--- src/rtl/ps2_key_encoder.sv ---
// ps2_key_encoder
//   Receives PS/2 keyboard frames from the physical clock/data lines. It tracks the
//   E0 (extended), F0 (release) and E1 (pause) prefix bytes. For every make or break
//   code it emits one toggle-flagged 11-bit event on the ps2_key bus.
//
// Ports
//   clk_sys      system clock
//   reset_n      asynchronous active-low reset
//   ps2_clk_in   raw PS/2 clock line (asynchronous)
//   ps2_data_in  raw PS/2 data line (asynchronous)
//   ps2_key      [10] toggles per event, [9] pressed, [8] extended, [7:0] scan code
//   frame_err    one-cycle pulse on parity, stop-bit or timeout error
module ps2_key_encoder #(
    parameter int unsigned FILTER_LEN = 8,
    parameter int unsigned TIMEOUT    = 40000
) (
    input  logic        clk_sys,
    input  logic        reset_n,
    input  logic        ps2_clk_in,
    input  logic        ps2_data_in,
    output logic [10:0] ps2_key,
    output logic        frame_err
);

    localparam int unsigned FCW = (FILTER_LEN > 1) ? $clog2(FILTER_LEN) : 1;
    localparam int unsigned TCW = $clog2(TIMEOUT + 1);

    typedef enum logic [1:0] {StIdle, StData, StParity, StStop} state_e;

    logic [1:0]     clk_sync_q, data_sync_q;
    logic           filt_q, filt_d;
    logic [FCW-1:0] fcnt_q, fcnt_d;
    logic           fall_q;
    state_e         state_q, state_d;
    logic [2:0]     bit_cnt_q, bit_cnt_d;
    logic [7:0]     shift_q, shift_d;
    logic           par_q, par_d;
    logic [TCW-1:0] to_cnt_q, to_cnt_d;
    logic           ext_q, ext_d, rel_q, rel_d;
    logic [2:0]     skip_q, skip_d;
    logic [10:0]    key_q, key_d;
    logic           err_q, err_d;
    logic           byte_ok;
    logic           timeout;
    logic           clk_s, data_s;

    assign clk_s  = clk_sync_q[1];
    assign data_s = data_sync_q[1];

    // A new clock level is accepted only after FILTER_LEN consecutive differing samples.
    always_comb begin
        filt_d = filt_q;
        fcnt_d = '0;
        if (clk_s != filt_q) begin
            if (fcnt_q == FCW'(FILTER_LEN - 1)) begin
                filt_d = clk_s;
            end else begin
                fcnt_d = fcnt_q + 1'b1;
            end
        end
    end

    assign timeout = (state_q != StIdle) && (to_cnt_q >= TCW'(TIMEOUT));

    // Receiver FSM; a fall strobe in the same cycle as the timeout takes priority.
    always_comb begin
        state_d   = state_q;
        bit_cnt_d = bit_cnt_q;
        shift_d   = shift_q;
        par_d     = par_q;
        byte_ok   = 1'b0;
        err_d     = 1'b0;
        to_cnt_d  = (fall_q || state_q == StIdle) ? '0 : to_cnt_q + 1'b1;
        if (timeout && !fall_q) begin
            state_d = StIdle;
            err_d   = 1'b1;
        end else if (fall_q) begin
            unique case (state_q)
                StIdle: begin
                    if (!data_s) begin
                        state_d   = StData;
                        bit_cnt_d = 3'd0;
                    end
                end
                StData: begin
                    shift_d   = {data_s, shift_q[7:1]};
                    bit_cnt_d = bit_cnt_q + 3'd1;
                    if (bit_cnt_q == 3'd7) state_d = StParity;
                end
                StParity: begin
                    par_d   = data_s;
                    state_d = StStop;
                end
                StStop: begin
                    state_d = StIdle;
                    // Odd parity over data+parity, and stop bit must be high.
                    if ((^{shift_q, par_q}) && data_s) byte_ok = 1'b1;
                    else err_d = 1'b1;
                end
            endcase
        end
    end

    // Prefix tracking and event generation.
    always_comb begin
        ext_d  = ext_q;
        rel_d  = rel_q;
        skip_d = skip_q;
        key_d  = key_q;
        if (err_d) begin
            ext_d = 1'b0;
            rel_d = 1'b0;
        end else if (byte_ok) begin
            if (skip_q != 3'd0) begin
                skip_d = skip_q - 3'd1;
            end else if (shift_q == 8'hE1) begin
                // Pause key: swallow the remaining 7 bytes of its fixed sequence.
                skip_d = 3'd7;
            end else if (shift_q == 8'hE0) begin
                ext_d = 1'b1;
            end else if (shift_q == 8'hF0) begin
                rel_d = 1'b1;
            end else begin
                key_d = {~key_q[10], ~rel_q, ext_q, shift_q};
                ext_d = 1'b0;
                rel_d = 1'b0;
            end
        end
    end

    always_ff @(posedge clk_sys or negedge reset_n) begin
        if (!reset_n) begin
            clk_sync_q  <= 2'b11;
            data_sync_q <= 2'b11;
            filt_q      <= 1'b1;
            fcnt_q      <= '0;
            fall_q      <= 1'b0;
            state_q     <= StIdle;
            bit_cnt_q   <= 3'd0;
            shift_q     <= 8'h00;
            par_q       <= 1'b0;
            to_cnt_q    <= '0;
            ext_q       <= 1'b0;
            rel_q       <= 1'b0;
            skip_q      <= 3'd0;
            key_q       <= 11'd0;
            err_q       <= 1'b0;
        end else begin
            clk_sync_q  <= {clk_sync_q[0], ps2_clk_in};
            data_sync_q <= {data_sync_q[0], ps2_data_in};
            filt_q      <= filt_d;
            fcnt_q      <= fcnt_d;
            fall_q      <= filt_q & ~filt_d;
            state_q     <= state_d;
            bit_cnt_q   <= bit_cnt_d;
            shift_q     <= shift_d;
            par_q       <= par_d;
            to_cnt_q    <= to_cnt_d;
            ext_q       <= ext_d;
            rel_q       <= rel_d;
            skip_q      <= skip_d;
            key_q       <= key_d;
            err_q       <= err_d;
        end
    end

    assign ps2_key   = key_q;
    assign frame_err = err_q;

endmodule

--- config.mk ---
export PLATFORM = sky130hd
export DESIGN_NAME = ps2_key_encoder
export DESIGN_NICKNAME = d
export VERILOG_FILES = /design/src/rtl/ps2_key_encoder.sv
export SDC_FILE = /design/constraint.sdc
export NUM_CORES = 1
export LEC_CHECK = 0
export CAP_MARGIN = 20
export CORE_MARGIN = 5
export CORE_UTILIZATION = 58
export CTS_CLUSTER_SIZE = 28
export DETAILED_ROUTE_END_ITERATION = 8
export HOLD_SLACK_MARGIN = 0.15
export PLACE_DENSITY = 0.78
export SLEW_MARGIN = 20
export SYNTH_ARGS = -nofsm -noshare
export SYNTH_HDL_FRONTEND = slang
export SYNTH_SLANG_ARGS = --single-unit
--- constraint.sdc ---
create_clock -name clk_sys -period 3 [get_ports clk_sys]
set_clock_uncertainty 0.2 [all_clocks]
set_input_delay 0.6 -clock clk_sys [delete_from_list [all_inputs] [get_ports clk_sys]]
set_output_delay 0.6 -clock clk_sys [all_outputs]
set_load 0.01 [all_outputs]
Word-level counts from Yosys, hierarchy flattened. Cells that the tools add are included.

Add/subtract/negate cells: 4. Multiply operators: 0. Div/mod/pow operators: 0. $lt $le $gt $ge: 1. Equal/unequal tests: 16. Shift-type cells: 0. Multiplexer cells: 34. Bitwise gates (word level): 10. Reduce and logical (&&, ||, !) cells: 21.

Operators with widths (number): $eq 8x8->1 const B (3); $mux 1 (22); $add 16x1->16 const B (1); $ge 16x16->1 const B (1); $mux 16 (1); $mux 3 (5); $reduce_and 3->1 (4); $reduce_and 4->1 (3); $reduce_bool 2->1 (5); $not 1->1 (9); $reduce_xor 9->1 (1); $mux 2 (4); $ne 2x2->1 const B (4); $pmux 2 s4 (1); $add 3x1->3 const B (2); $eq 3x3->1 const B (2); $ne 3x3->1 const B (2); $pmux 3 s2 (1); $reduce_and 6->1 (1); $eq 2x2->1 const B (2); $logic_and 1x1->1 (3); $ne 3x2->1 const B (1); $reduce_bool 3->1 (1); $sub 3x1->3 const B (1); 6 further kinds (6).

Register bits after elaboration: 56. Bits in latches: 0. Bits in writable memories: 0. Bits in read-only memories: 0. Input port bits: 4. Output and inout port bits: 12. Word-level logic and storage cells: 101. Memories: 0.

Depth between registers and ports, before layout. Gate-level depths: netlist of the first run.

Depth in word-level cells: 8. Mapped depth: 6. Mapped depth without buffers: 6.

Worst setup path after synthesis of the first run. No wires, ideal clock.

Kind: register -> register. Start point: reg shift_q[4]. End point: reg key_q[0], in the netlist ps2_key[0]. Setup time: 0.125 ns. Arrival: 1.857 ns. Required time: 2.675 ns. Path slack: 0.817 ns. Stages on the path, launching flop included: 7. Buffers on the path: 1. Period minus slack after synthesis: 2.183 ns. Cells stage by stage: dfrtp_1 xnor2_1 xnor3_2 xnor2_4 nand4_4 buf_6 mux2_4.

Cells in the longest elaborated chain, start to end: 8. Elaborated cells on any way between the ends: 18. Classes of those cells: eq/ne (3); mux (8); bitwise (4); reduce/logical (3).

Ends and longest elaborated chain: start: declaration (RTL line 36) `logic [7:0] shift_q, shift_d;`; start signal: assignment (RTL line 156) `shift_q <= shift_d;`; $reduce_xor 9->1 (RTL line 97) `if ((^{shift_q, par_q}) && data_s) byte_ok = 1'b1;`; $logic_and 1x1->1 (RTL line 97); $mux 1 (RTL line 97); $mux 1 (RTL line 78) `unique case (state_q)`; $mux 1 (RTL line 77) `end else if (fall_q) begin`; $mux 1 (RTL line 74) `if (timeout && !fall_q) begin`; $not 1->1 (no source line); $reduce_and 6->1 (no source line) *; end signal: assignment (RTL line 162) `key_q <= key_d;`; end: declaration (RTL line 41) `logic [10:0] key_q, key_d;`.

Every way passes the cells marked *; elsewhere a longest branch is shown, timed or not. A chain may end at the register's enable or synchronous reset.

Worst setup path in the final report of the first run.
Start point: reg shift_q[6]. End point: reg key_q[8], in the netlist ps2_key[8].

The elaborated chain is that of the path after synthesis.

==> results of run 1 <==
-- metal layers --
metal  track usage, %  wire length, microns
met5                0                     0
met4             5.24                    59
met3             3.31                   154
met2             24.3                  1890
met1             20.9                  1950
-- path summary, 6_finish.rpt --
kind	startpoint	to	slack (ns)	cells past startpoint
worst max-delay path	shift_q[6]$_DFFE_PN0P_	ps2_key[8]$_DFFE_PN0P_	0.63	5
worst min-delay path	data_sync_q[0]$_DFF_PN1_	data_sync_q[1]$_DFF_PN1_	0.16	0
worst max register to register	shift_q[6]$_DFFE_PN0P_	ps2_key[8]$_DFFE_PN0P_	0.63	5
worst min register to register	data_sync_q[0]$_DFF_PN1_	data_sync_q[1]$_DFF_PN1_	0.16	0
max in group asynchronous	reset_n	to_cnt_q[2]$_DFF_PN0_	1.45	3
min in group asynchronous	reset_n	ps2_key[5]$_DFFE_PN0P_	0.55	2
-- through the flow --
step / instance area, sq um / power (uW) / util, %
floorplan: 2570 / 845 / -
global placement: 2770 / 871 / 64.1
detailed placement: 2770 / 875 / 64.1
CTS: 2870 / 1290 / 66.5
global route: 2870 / 1340 / 66.5
finish: 2870 / 1270 / 66.5
-- registers in the layout (all words and copies together), names as in the netlist --
name and count:
to_cnt_q 16, ps2_key 11, shift_q 8, bit_cnt_q 3
fcnt_q 3, skip_q 3, clk_sync_q 2, data_sync_q 2
state_q 2, ext_q 1, fall_q 1, filt_q 1
frame_err 1, par_q 1, rel_q 1
-- worst register-to-register path: stages, from the launching register on --
cell	delay, ns
dfrtp_1	0.47
xnor2_1	0.25
xnor3_2	0.42
xnor2_4	0.26
nand4_4	0.29
mux2_4	0.38
-- cells in the final DEF, fill, tap and decap left out, drive strengths merged, types with 3 or more instances in the layout --
cell type / n
dfrtp: 51
mux2: 18
nor2: 17
clkdlybuf4s50: 14
inv: 12
ha: 12
nand2: 11
xnor2: 11
nand3: 8
xor2: 8
clkbuf: 8
o21ai: 7
a21oi: 5
mux2i: 5
dfstp: 5
nor3: 4
nand4: 4
and3: 3
or3: 3
buf: 3
-- where the power goes --
part / switching [uW] / leakage (uW) / internal, uW
Sequential: 13.5 / 0.000763 / 785
Clock: 223 / 0.0000455 / 189
Combinational: 31.7 / 0.000551 / 28.5
-- layout make-up --
type	count	area, sq um
inverters	12	45.0
clock buffers	8	90.1
repair buffers	18	170
fillers	337	1450
flip-flops and latches	56	1410
multi-input cells	136	1100
well taps	52	65.1
-- logic make-up after synthesis --
group	synth area share [%]
buffers and inverters	2.49
AOI/OAI and AO/OA	5.17
DFF	54.8
and+or+nand+nor	13.0
xor gates and xnor gates	8.14
adders and majority gates	5.85
muxes	10.6
-- timing repair --
item	4_1_cts	5_1_grt
endpoints found under the hold margin	12	0
setup endpoints to repair	0	0
hold buffers	1	0
==> results by group, run 1 <==
Status
  • Status: completed

Die
  • Initial core utilization: 59.4%
  • Die X: 76.5 microns
  • Die extent in y: 76.5 microns
  • Core area: 4320 sq um
  • IO Pins: 16
  • DIE AREA: 5860 sq um
  • Row cnt: 24

Timing
  • Final worst-path cycle share: 79.0%
  • Final setup TNS: 0 ns
  • Crit path time final: 2.37 ns
  • Slew of the pin with the lowest slew margin: 0.508 ns
  • Fmax achieved: 422 MHz
  • Fin Hold WS: 0.159 ns
  • Final setup fails: 0
  • Slew Limit Fails: 0
  • Final Hold Vio Count: 0
  • Slew HR: 65.6%
  • RSZ-0062 raised after global routing: no
  • Setup ws final: 0.631 ns

Yosys
  • Area contributors post-synth: dfrtp_1 (50%), ha_1 (5.8%), mux2_2 (5.7%)
  • Syn Area/Cell: 12.4 sq um
  • EDFF count, synth: 0
  • Register area share after synthesis: 54.8%
  • Post-synth ARST share: 100%
  • Synthesis-stage register bit count: 56
  • Warnings, synthesis: 0
  • Mapped Area: 2570 sq um
  • Post-synthesis cell count: 207
  • Syn_nets: 223
  • Synth top cells by count: dfrtp_1 (51), nor2_1 (17), mux2_2 (13)
  • Count leader, synth: dfrtp_1
  • Synth cell types: 38
  • Leading area contributor after synthesis: dfrtp_1
  • Post-synth top area share: 49.7%
  • Top FF cell, synth: dfrtp_1

Detailed routing
  • DRC Markers: 0
  • Routed wire length per instance: 14.4 microns
  • Total number of vias: 1534
  • Drt total wl: 4.06 mm
  • Post-DRT Antenna Nets: 0
  • 1st-pass router iterations: 6
  • Detailed Route Iter0 Violations: 49
  • Via-to-Cell Ratio: 5.44

Worst setup path
  • Arr. time, crit path: 2.36 ns
  • Crit Path Max Fanout: 13
  • Crit. End Element: flip-flop
  • CP Launch Type: flip-flop
  • Cells along the critical path: xnor2_1 > xnor3_2 > xnor2_4 > nand4_4 > mux2_4
  • Worst EP required: 2.99 ns
  • CP delay by family, top: XOR/XNOR gates
  • Crit path largest cell delay: 0.47 ns
  • Crit path kind: flip-flop to flip-flop
  • CP max-delay cell: dfrtp_1
  • Crit path buffers/inverters: 0

Clock network
  • H-tree Lvls: 2
  • CTS resizes: 0
  • Clock tree sinks: 56
  • Worst skew pair latency: 0.30 ns
  • Clk slew on worst S/H paths: 0.09 ns
  • Max clock buf depth: 2
  • CTS tree: built
  • Num CTS Buffers: 5
  • Post-CTS setup buffers: 0
  • CTS root buffer: clkbuf_8

Power and ir drop
  • VDD IR-drop max: 0.245 mV
  • Pleak: 0.00136 uW
  • PD cells: 442 nW/um^2

Place
  • Dpl hpwl: 2.89 mm
  • Dpl ws: 0.658 ns
  • IO buf count: 15
  • Placer Congestion: 0.770
  • # placed instances: 273

Finish
  • Ant diodes: 0
  • Finished Layout Cells: 282
  • Ratio of cells with drive above 1 in the final layout: 17.0%
  • Nets: 245
  • Area delta synth->final: 11.9%

Global routing
  • Pin count of the biggest net entering global routing: 21
  • Vias in the first global route: 1593
  • Initial antenna violation count: 0
  • GRT Total Usage: 15.4%
  • GR Overflow Total: 0
  • First-pass GRT wire length: 7.34 mm

Run
  • Maximum capacitance violations: 0

Hold path
  • Hold crit path type: flip-flop to flip-flop
Note: power is estimated with default switching activity, not from simulation.
==> run 2: changes to the inputs <==
Settings changed: CORE_UTILIZATION 58 to 53, PLACE_DENSITY 0.78 to 0.75.
Clock period 3 ns to 1.9 ns, I/O delays scaled along.
==> run 2 against run 1 <==
  * The run now ends with negative setup slack left
  * Combinational power is 65% higher
  * Via count increased by 6.1%
  * Routed wire length is 3.4% higher
  * Critical path depth stayed put
  * Non-clock buffer count grew 20
==> results by group, run 2 (synthesis results as in run 1) <==
Place
  • Placer Congestion: 0.787
  • Dpl hpwl: 2.91 mm
  • IO buf count: 15

Timing
  • Crit path time final: 2.11 ns
  • Slew HR: 75.3%
  • Setup ws final: -0.210 ns
  • Slew of the pin with the lowest slew margin: 0.367 ns
  • Final setup fails: 17
  • RSZ-0062 raised after global routing: yes
  • Final worst-path cycle share: 111%
  • Final setup TNS: -2.49 ns
  • Fmax achieved: 474 MHz
  • Slew Limit Fails: 0
  • Final Hold Vio Count: 0

Power and ir drop
  • Overall Power: 2100 uW
  • Flop pwr share: 59.8%
  • Switching share of total power: 20.3%
  • Gate power share: 4.7%
  • Pleak: 0.00149 uW
  • PD cells: 669 nW/um^2
  • VDD IR-drop max: 0.551 mV
  • Total internal power: 1680 uW
  • Clock power frac: 35.5%
  • Switch Pwr: 427 uW

Hold path
  • Hold crit path type: flip-flop to flip-flop

Worst setup path
  • CP Launch Type: flip-flop
  • Worst EP required: 1.89 ns
  • Arr. time, crit path: 2.10 ns
  • Crit path kind: flip-flop to flip-flop
  • Crit Path Max Fanout: 6
  • Crit. End Element: flip-flop

Finish
  • Commonest non-fill, non-tap cells in the layout: dfrtp_1 (51), buf_4 (19), nor2_1 (17), clkdlybuf4s50_1 (14), mux2_2 (13)
  • Nets: 266
  • Layout fillers: 366
  • Ratio of cells with drive above 1 in the final layout: 26.7%
  • Ant diodes: 0
  • Multi-input combinational cell area: 1160 sq um
  • Area delta synth->final: 22.6%
  • FF/Latch Area: 1410 sq um
  • Max reg flops: 16
  • Most common cell after layout, fill and taps aside: dfrtp_1
  • Biggest register: to_cnt_q

Status
  • Status: complete, but fails checks
  • Failing checks: negative setup slack

Clock network
  • CTS tree: built
  • Num CTS Buffers: 5
  • CTS root buffer: clkbuf_8
  • Worst skew pair latency: 0.30 ns
  • Clk slew on worst S/H paths: 0.09 ns
  • Clock tree sinks: 56
  • Max clock buf depth: 2
  • H-tree Lvls: 2

Run
  • Maximum capacitance violations: 0

Die
  • Die extent in y: 79.6 microns
  • IO Pins: 16
  • DIE AREA: 6340 sq um
  • Row cnt: 25
  • Core area: 4720 sq um
  • Initial core utilization: 54.4%
  • Die X: 79.6 microns

Detailed routing
  • DRC Markers: 0
  • Detailed Route Iter0 Violations: 66
  • Post-DRT Antenna Nets: 0
  • Total number of vias: 1628
  • Routed wire length per instance: 13.2 microns
  • 1st-pass router iterations: 4
  • Drt total wl: 4.20 mm
  • Via-to-Cell Ratio: 5.12

Global routing
  • GRT Total Usage: 15.4%
  • Vias in the first global route: 1700
  • GR Overflow Total: 0
  • First-pass GRT wire length: 7.63 mm
  • Initial antenna violation count: 0
  • Pin count of the biggest net entering global routing: 57
[run 2: changes by cell type in the layout (fill, tap and decap cells not counted), sizes merged]
cell    previous run  this run
buf                3        23
clkinv             0         1
nand4              4         5
bufinv             0         1
clkbuf             8         6
[run 2: repair_timing]
action,CTS,global route
buffers inserted,3,0
gates cloned,1,0
resized for setup,9,4
pin swaps,4,3
hold buffers,1,0
hold endpoints to repair,56,0
setup endpoints to repair,17,19
[run 2: worst max-delay path: stages (launching register included)]
cell,delay [ns]
dfrtp_1,0.40
xnor2_1,0.16
xnor3_2,0.48
xnor2_4,0.22
nand4_4,0.20
mux2_4,0.35
[run 2: layer usage]
| layer | track usage (%) | vias to the layer above | wire, microns |
|---|---|---|---|
| met5 | 0 | - | 0 |
| met4 | 5.67 | 0 | 74 |
| met3 | 3.05 | 5 | 115 |
| met2 | 25.5 | 22 | 1970 |
| met1 | 19.9 | 795 | 2040 |
| li1 | - | 806 | - |
[run 2: final cells by class]
type / count / area share [%]
Sequential cell: 56 / 44.7
Multi-Input combinational cell: 137 / 36.9
Timing Repair Buffer: 38 / 10.8
Tap cell: 67 / 2.66
Clock buffer: 6 / 2.31
Inverter: 12 / 1.43
Clock inverter: 2 / 1.11
[run 2: stage by stage]
step	worst slack, ns	util [%]	std cells	cell area [sq um]	hold slack (ns)
2_1_floorplan	-0.234	-	207	2570	-0.116
3_3_place_gp	-0.190	62.1	305	2930	0.147
3_5_place_dp	-0.227	62.1	305	2930	0.149
4_1_cts	-0.199	66.3	318	3130	0.162
5_1_grt	-0.311	66.6	318	3150	0.167
6_report	-0.210	66.6	318	3150	0.160
[run 2: path summary, 6_finish.rpt]
check / from / endpoint / slack (ns) / depth (start not counted)
max: shift_q[3]$_DFFE_PN0P_ / ps2_key[6]$_DFFE_PN0P_ / -0.21 / 5
min: clk_sync_q[0]$_DFF_PN1_ / clk_sync_q[1]$_DFF_PN1_ / 0.16 / 0
max reg2reg: shift_q[3]$_DFFE_PN0P_ / ps2_key[6]$_DFFE_PN0P_ / -0.21 / 5
min reg2reg: clk_sync_q[0]$_DFF_PN1_ / clk_sync_q[1]$_DFF_PN1_ / 0.16 / 0
max in group asynchronous: reset_n / clk_sync_q[0]$_DFF_PN1_ / 0.82 / 3
min in group asynchronous: reset_n / ps2_key[6]$_DFFE_PN0P_ / 0.40 / 3
[run 2: power groups by stage]
| stage | clock (uW) | sequential (uW) | combinational (uW) |
|---|---|---|---|
| floorplan | 0 | 1280 | 55.4 |
| finish | 746 | 1260 | 99.2 |
| CTS | 774 | 1260 | 103 |
| detailed placement | 0 | 1280 | 101 |
| global route | 833 | 1270 | 117 |
| global placement | 0 | 1280 | 97.2 |
==> run 3: changes to the inputs <==
Settings changed: CELL_PAD_IN_SITES_DETAIL_PLACEMENT set to 0, CELL_PAD_IN_SITES_GLOBAL_PLACEMENT set to 1, CORE_UTILIZATION 53 to 43, PLACE_DENSITY 0.75 to unset, PLACE_DENSITY_LB_ADDON set to 0.1.
==> run 3 against run 2 <==
  * The run still ends with negative setup slack left
  * Critical endpoint is now ps2_key[2]$_DFFE_PN0P_
  * First-iteration DRC count rose by 73%
  * Global-route usage fell by 2.1 points
  * Largest power group unchanged
  * Non-clock buffer count up 5
  * Register-to-register slack worse by 0.03 ns
  * Combinational power is 7% higher
  * Count of clock-buffer cells in the layout rose by 1
  * Flip-flop and latch count unchanged
  * Setup slack worse by 0.033 ns
==> results by group, run 3 (synthesis results as in run 1) <==
Status
  • Status: complete, but fails checks
  • Failing checks: negative setup slack

Clock network
  • CTS root buffer: clkbuf_8
  • Max clock buf depth: 2
  • Num CTS Buffers: 5
  • Clk slew on worst S/H paths: 0.10 ns
  • Worst skew pair latency: 0.30 ns
  • CTS tree: built
  • Clock tree sinks: 56
  • H-tree Lvls: 2

Timing
  • Slew HR: 68.9%
  • Setup ws final: -0.242 ns
  • Crit path time final: 2.14 ns
  • Slew Limit Fails: 0
  • Final setup fails: 17
  • Fmax achieved: 467 MHz
  • Final setup TNS: -3.03 ns
  • Final worst-path cycle share: 113%
  • Slew of the pin with the lowest slew margin: 0.462 ns
  • Final Hold Vio Count: 0
  • RSZ-0062 raised after global routing: yes
  • Fin Hold WS: 0.160 ns

Worst setup path
  • R2R depth: 6
  • Crit. End Element: flip-flop
  • Worst Setup SP: shift_q[5]$_DFFE_PN0P_
  • Reg-to-reg setup timing slack: -0.24 ns
  • Worst EP required: 1.90 ns
  • Reg-to-Reg Start: shift_q[5]$_DFFE_PN0P_
  • Crit Path Max Fanout: 6
  • CP Launch Type: flip-flop
  • Arr. time, crit path: 2.14 ns
  • CP Capture Point: ps2_key[2]$_DFFE_PN0P_
  • Crit path kind: flip-flop to flip-flop
  • Reg-to-reg endpoint: ps2_key[2]$_DFFE_PN0P_

Global routing
  • First-pass GRT wire length: 7.93 mm
  • Initial antenna violation count: 0
  • GR Overflow Total: 0
  • Pin count of the biggest net entering global routing: 30
  • Vias in the first global route: 1725
  • GRT Total Usage: 13.3%

Finish
  • Nets: 271
  • Multi-input combinational cell area: 1160 sq um
  • Post-route cell area: 3160 sq um
  • Max reg flops: 16
  • Area delta synth->final: 23.1%
  • FF/Latch Area: 1410 sq um
  • Layout fillers: 502
  • Commonest non-fill, non-tap cells in the layout: dfrtp_1 (51), buf_4 (25), nor2_1 (17), clkdlybuf4s50_1 (14), mux2_2 (13)
  • Ratio of cells with drive above 1 in the final layout: 27.3%
  • Most common cell after layout, fill and taps aside: dfrtp_1
  • Ant diodes: 0
  • Biggest register: to_cnt_q

Hold path
  • Hold crit path type: flip-flop to flip-flop
  • Worst Hold Path Cells: 0
  • Worst hold start: data_sync_q[0]$_DFF_PN1_

Detailed routing
  • Routed wire length per instance: 14.1 microns
  • 1st-pass router iterations: 4
  • Via-to-Cell Ratio: 5.11
  • Detailed Route Iter0 Violations: 114
  • Total number of vias: 1692
  • Drt total wl: 4.67 mm
  • Post-DRT Antenna Nets: 0
  • DRC Markers: 0

Die
  • IO Pins: 16
  • Die extent in y: 87.3 microns
  • Die X: 87.3 microns
  • DIE AREA: 7620 sq um
  • Row cnt: 28
  • Initial core utilization: 43.9%
  • Core area: 5850 sq um

Place
  • IO buf count: 15
  • Placement Cell Area: 2950 sq um
  • Placer Congestion: 0.739
  • Dpl hpwl: 3.32 mm
  • Dpl ws: -0.284 ns

Power and ir drop
  • PD cells: 628 nW/um^2
  • Pleak: 0.00149 uW
  • VDD IR-drop max: 0.371 mV

Run
  • Maximum capacitance violations: 0
## run 3: layer usage
layer | GRT usage, % | vias to the layer above | part of all wire [%]
li1 | - | 813 | -
met1 | 18.7 | 839 | 48
met2 | 20.6 | 33 | 47
met3 | 3.22 | 7 | 3.7
met4 | 3.49 | 0 | 0.92
met5 | 0 | - | 0
## run 3: area by class of cell
type / count / share of cell area (%)
well taps: 75 / 2.97
clock buffers: 7 / 2.41
clock inverters: 1 / 0.158
inverters: 12 / 1.42
multi-input cells: 137 / 36.7
flip-flops and latches: 56 / 44.5
repair buffers: 43 / 11.8
## run 3: critical path, cell delays in order, from the launching register on
cell and delay [ns]:
dfrtp_1 0.40, xnor2_1 0.16, xnor3_2 0.49, xnor2_4 0.22, buf_4 0.16, nand4_4 0.11, mux2_2 0.31
## run 3: worst min path at each step
stage	endpoint	slack, ns
after global placement	ps2_key[10]$_DFFE_PN0P_	0.13
after floorplan	bit_cnt_q[0]$_DFFE_PN0P_	-0.12
after CTS	data_sync_q[1]$_DFF_PN1_	0.16
after detailed placement	ps2_key[10]$_DFFE_PN0P_	0.14
final	data_sync_q[1]$_DFF_PN1_	0.16
after global routing	data_sync_q[1]$_DFF_PN1_	0.17
## run 3: what timing repair did
action | in CTS | in global routing
cloned | 1 | 0
setup buffers | 0 | 7
setup endpoints to repair | 17 | 24
gates resized for setup | 3 | 9
pin swaps | 0 | 4
hold buffers | 1 | 0
hold endpoints to repair | 27 | 0
## run 3: metrics by stage
step                cells  total power [uW]  utilization, %
floorplan             207              1330               -
global placement      314              1380            50.4
detailed placement    314              1390            50.4
CTS                   324              2020            52.5
global route          331              2090            54.0
finish                331              1990            54.0
## run 3: where the power goes
part	total, uW	internal [uW]	switching, uW
registers	1260	1240	20.0
logic	106	50.5	55.5
clock network	620	260	360
total	1990	1550	436
